===== src/rtl/paralelo_serie.sv =====
// Parallel-to-serial transmitter: valid/ready word intake into a one-deep
// holding buffer, then one bit per shift_en strobe with gapless back-to-back words.
module paralelo_serie #(
    parameter int unsigned WIDTH      = 4,
    parameter bit          MSB_FIRST  = 1'b1,
    parameter bit          IDLE_LEVEL = 1'b0
) (
    input  logic             clk,
    input  logic             reset,
    input  logic [WIDTH-1:0] parallel_in,
    input  logic             load_valid,
    output logic             load_ready,
    input  logic             shift_en,
    output logic             serial_out,
    output logic             frame,
    output logic             busy,
    output logic             done
);

    localparam int unsigned     CNT_W    = (WIDTH > 1) ? $clog2(WIDTH) : 1;
    localparam logic [CNT_W-1:0] LAST_BIT = CNT_W'(WIDTH - 1);

    typedef enum logic {
        IDLE  = 1'b0,
        SHIFT = 1'b1
    } state_t;

    state_t             state;
    state_t             state_nxt;
    logic               hold_valid;
    logic               hold_valid_nxt;
    logic [WIDTH-1:0]   hold_reg;
    logic [WIDTH-1:0]   hold_reg_nxt;
    logic [WIDTH-1:0]   shift_reg;
    logic [WIDTH-1:0]   shift_reg_nxt;
    logic [CNT_W-1:0]   bit_cnt;
    logic [CNT_W-1:0]   bit_cnt_nxt;
    logic               serial_nxt;
    logic               done_nxt;

    // Bit presented on the line for a given shift register content
    function automatic logic out_bit(input logic [WIDTH-1:0] w);
        return MSB_FIRST ? w[WIDTH-1] : w[0];
    endfunction

    function automatic logic [WIDTH-1:0] shifted(input logic [WIDTH-1:0] w);
        return MSB_FIRST ? {w[WIDTH-2:0], 1'b0} : {1'b0, w[WIDTH-1:1]};
    endfunction

    always_ff @(posedge clk) begin
        if (reset) begin
            state      <= IDLE;
            hold_valid <= 1'b0;
            hold_reg   <= '0;
            shift_reg  <= '0;
            bit_cnt    <= '0;
            serial_out <= IDLE_LEVEL;
            done       <= 1'b0;
        end else begin
            state      <= state_nxt;
            hold_valid <= hold_valid_nxt;
            hold_reg   <= hold_reg_nxt;
            shift_reg  <= shift_reg_nxt;
            bit_cnt    <= bit_cnt_nxt;
            serial_out <= serial_nxt;
            done       <= done_nxt;
        end
    end

    // Next-state: buffer intake, word transfer, bit advance
    always_comb begin
        state_nxt      = state;
        hold_valid_nxt = hold_valid;
        hold_reg_nxt   = hold_reg;
        shift_reg_nxt  = shift_reg;
        bit_cnt_nxt    = bit_cnt;
        done_nxt       = 1'b0;

        // Intake and transfer never coincide: intake needs an empty buffer
        if (load_valid && !hold_valid) begin
            hold_reg_nxt   = parallel_in;
            hold_valid_nxt = 1'b1;
        end

        case (state)
            IDLE: begin
                if (hold_valid) begin
                    shift_reg_nxt  = hold_reg;
                    hold_valid_nxt = 1'b0;
                    bit_cnt_nxt    = '0;
                    state_nxt      = SHIFT;
                end
            end
            SHIFT: begin
                if (shift_en) begin
                    if (bit_cnt == LAST_BIT) begin
                        done_nxt = 1'b1;
                        if (hold_valid) begin
                            shift_reg_nxt  = hold_reg;
                            hold_valid_nxt = 1'b0;
                            bit_cnt_nxt    = '0;
                        end else begin
                            state_nxt = IDLE;
                        end
                    end else begin
                        shift_reg_nxt = shifted(shift_reg);
                        bit_cnt_nxt   = bit_cnt + CNT_W'(1);
                    end
                end
            end
            default: state_nxt = IDLE;
        endcase

        serial_nxt = (state_nxt == SHIFT) ? out_bit(shift_reg_nxt) : IDLE_LEVEL;
    end

    assign load_ready = !hold_valid;
    assign frame      = (state == SHIFT);
    assign busy       = (state == SHIFT) || hold_valid;

endmodule


===== config.mk =====
export PLATFORM = sky130hd
export DESIGN_NAME = paralelo_serie
export DESIGN_NICKNAME = d
export VERILOG_FILES = /design/src/rtl/paralelo_serie.sv
export SDC_FILE = /design/constraint.sdc
export NUM_CORES = 1
export LEC_CHECK = 0
export CORE_MARGIN = 1
export CORE_UTILIZATION = 43
export CTS_CLUSTER_SIZE = 16
export DETAILED_ROUTE_END_ITERATION = 6
export GPL_ROUTABILITY_DRIVEN = 0
export HOLD_SLACK_MARGIN = 0.06
export PLACE_DENSITY = 0.76
export SYNTH_ARGS = -nofsm -noshare
export SYNTH_HDL_FRONTEND = slang
export SYNTH_SLANG_ARGS = --single-unit
export TNS_END_PERCENT = 100

===== constraint.sdc =====
create_clock -name clk -period 1.42 [get_ports clk]
set_clock_uncertainty 0.2 [all_clocks]
set_input_delay 0.426 -clock clk [delete_from_list [all_inputs] [get_ports clk]]
set_output_delay 0.426 -clock clk [all_outputs]
set_load 0.05 [all_outputs]

==> results by group <==
Global routing
  – All-Layer GR Usage: 0.2223
  – Global route overflow: 0
  – Initial antenna violation count: 0
  – Vias in the first global route: 561
  – Largest net degree at the start of global routing: 11
  – Global-route wire length before repair: 2.332 mm

Timing
  – Tcrit/Tclk final: 1.119
  – Fmax: 629.4 MHz
  – Worst-margin pin slew: 0.2187 ns
  – Setup violations, final: 3
  – RSZ-0062 raised after global routing: true
  – Slew Limit Fails: 0
  – Worst slew margin: 0.8542
  – Setup TNS: -0.4520 ns
  – Hold WS: 0.2971 ns
  – Min Clock Period, post-route: 1.589 ns
  – Final hold vios: 0
  – Setup WS post-layout: -0.1689 ns

Synth
  – Mapped Nets: 88
  – Yosys top cell area share: 0.4218
  – Cells after Synth: 78
  – Largest cells by area after synthesis: dfxtp_1, mux2i_1, nor2_1, a21oi_1, ha_1
  – Main flop type after synthesis: dfxtp_1
  – Synth cell types: 21
  – Flops & latches, synth: 14
  – Synth area leader: dfxtp_1
  – Most frequent cells after synthesis: dfxtp_1, nor2_1, mux2i_1
  – Yosys warns: 0
  – Post-synthesis sequential area ratio: 0.4218
  – Post-Syn Area: 664.4 um2
  – Syn Area/Cell: 8.518 um2
  – Asr flop ratio synth: 0
  – Number of synthesized flops with an enable pin: 0

Cells and area
  – Fill cell count: 109
  – Flip-flop and latch area: 289.0 um2
  – Antenna cells: 0
  – Multi-input logic area: 365.4 um2
  – Share of cells above drive strength 1: 0.3431
  – Post-layout nets: 113
  – Area grow syn2layout: 49.34%

Worst setup path
  – Crit path kind: reg -> out
  – Startpoint class of the critical path: register
  – Worst EP required: 0.79 ns
  – Crit. End Element: primary output
  – FF-to-FF Start: bit_cnt[0]
  – Cells on worst reg2reg path: 6
  – Worst flop-to-flop path endpoint: bit_cnt[1]
  – CP Max Fanout: 3
  – Reg-to-reg setup timing slack: 0.06 ns
  – Crit path DAT: 0.96 ns

Outcome
  – Failing checks: negative setup slack
  – Outcome: finished with violations

Clock tree
  – TritonCTS Buffers: 3
  – CTS tree: done
  – Clock Latency Late Sink: 0.28 ns
  – H-tree depth: 1
  – Clock root cell: clkbuf_4
  – CTS max path bufs: 2
  – Clk sinks: 14
  – Clock slew at reported path FFs: 0.08 ns

Worst hold path
  – Hold path endpoint: hold_reg[3]
  – Worst hold stages: 2
  – Hold_sp: hold_reg[3]
  – Worst hold path type: reg -> reg

Die
  – Die H: 41.31 um
  – Die area: 1706 um2
  – Die W: 41.31 um
  – Row cnt: 13
  – I/O pin count: 13
  – Starting Density: 0.4863
  – CORE AREA: 1366 um2

Drt
  – DRT iter0 DRCs: 12
  – DR vias/cell: 5.239
  – Pre-Repair DR Iteration Count: 4
  – DRC: 0
  – Per-cell routed wire length: 12.74 um
  – Via count: 613
  – Antenna Nets Post-Route: 0
  – Routed WL: 1.491 mm

Place
  – Pre-CTS setup slack: -0.4827 ns
  – Dpl hpwl: 1.152 mm
  – I/O Buffers: 12

Power and ir drop
  – Pwr Total: 908.5 uW
  – Power per cell area: 915.7 nW/um2
  – Leakage: 0.4036 nW
  – Peak VDD IR: 731.1 uV

Job
  – Max Cap Viol: 0
==> final cells by class <==
cell class | instances | area share
clock buffer | 4 | 0.03657
inverter | 5 | 0.02270
multi-input combinational | 54 | 0.3682
sequential | 14 | 0.2913
tap | 15 | 0.01892
timing repair buffer | 25 | 0.2623
==> worst max-delay path: stages, from the launching register on <==
cell and delay [ns]:
dfxtp_2 0.36, clkinvlp_4 0.11, nand2_4 0.08, buf_12 0.13
==> power by group <==
group	internal, mW	switching [mW]	leakage, nW
sequential	0.411	0.0136	0.117
combinational	0.101	0.0989	0.266
clock	0.156	0.128	0.0210
==> cells by family after synthesis <==
group	synth area share
AND/OR/NAND/NOR	0.2166
buffers and inverters	0.07721
multiplexers	0.1205
AO/OA/AOI/OAI	0.1262
flip-flops	0.4218
adder cells (fa/ha/maj)	0.03766
==> placed cells by master (no fill, tap or decap), types with 2 or more instances in the layout <==
| master | Yosys | routed |
|---|---|---|
| a21oi_1 | 7 | 7 |
| buf_12 | 0 | 4 |
| buf_4 | 1 | 12 |
| buf_6 | 1 | 2 |
| clkbuf_4 | 0 | 3 |
| clkdlybuf4s50_1 | 0 | 5 |
| dfxtp_1 | 14 | 9 |
| dfxtp_2 | 0 | 4 |
| dlygate4sd2_1 | 0 | 2 |
| inv_1 | 5 | 3 |
| mux2i_1 | 8 | 8 |
| nand2_1 | 6 | 5 |
| nand3b_1 | 2 | 2 |
| nor2_1 | 14 | 13 |
| nor2b_1 | 2 | 2 |
| nor3_1 | 2 | 2 |
| nor3b_1 | 2 | 2 |
| o211ai_1 | 2 | 2 |
| o21ai_0 | 2 | 2 |
| o22ai_1 | 2 | 2 |
==> metal layers <==
metal | up-vias | global-route usage | wire length, um
met5 | - | 0 | 0
met4 | 0 | 0.1048 | 31
met3 | 5 | 0.07979 | 60
met2 | 12 | 0.3984 | 793
met1 | 287 | 0.2277 | 605
li1 | 309 | - | -
==> per-stage QoR <==
step / instance area, um2 / utilization / std cells
after detailed placement: 907.1 / 0.6639 / 111
after CTS: 957.2 / 0.7005 / 116
after global routing: 992.2 / 0.7262 / 117
after global placement: 907.1 / 0.6639 / 111
after floorplan: 686.9 / - / 78
final: 992.2 / 0.7262 / 117
==> how the worst max path moves through the flow <==
stage                    to        from  cells past startpoint  slack (ns)
2_1_floorplan          busy  hold_valid                      3       -0.16
3_3_place_gp   shift_reg[2]    shift_en                      6       -0.46
3_5_place_dp     serial_out    shift_en                      5       -0.48
4_1_cts                busy  hold_valid                      3       -0.18
5_1_grt                busy  hold_valid                      3       -0.22
6_report               busy  hold_valid                      3       -0.17
==> repair_timing <==
item                       CTS  global route
pin swaps                    1             2
cloned                       0             0
setup endpoints to repair   15            12
buffers inserted             1             1
resized for setup            7             6
hold endpoints to repair     0             0
hold buffers                 0             0
(Power assumes the default switching activity.)
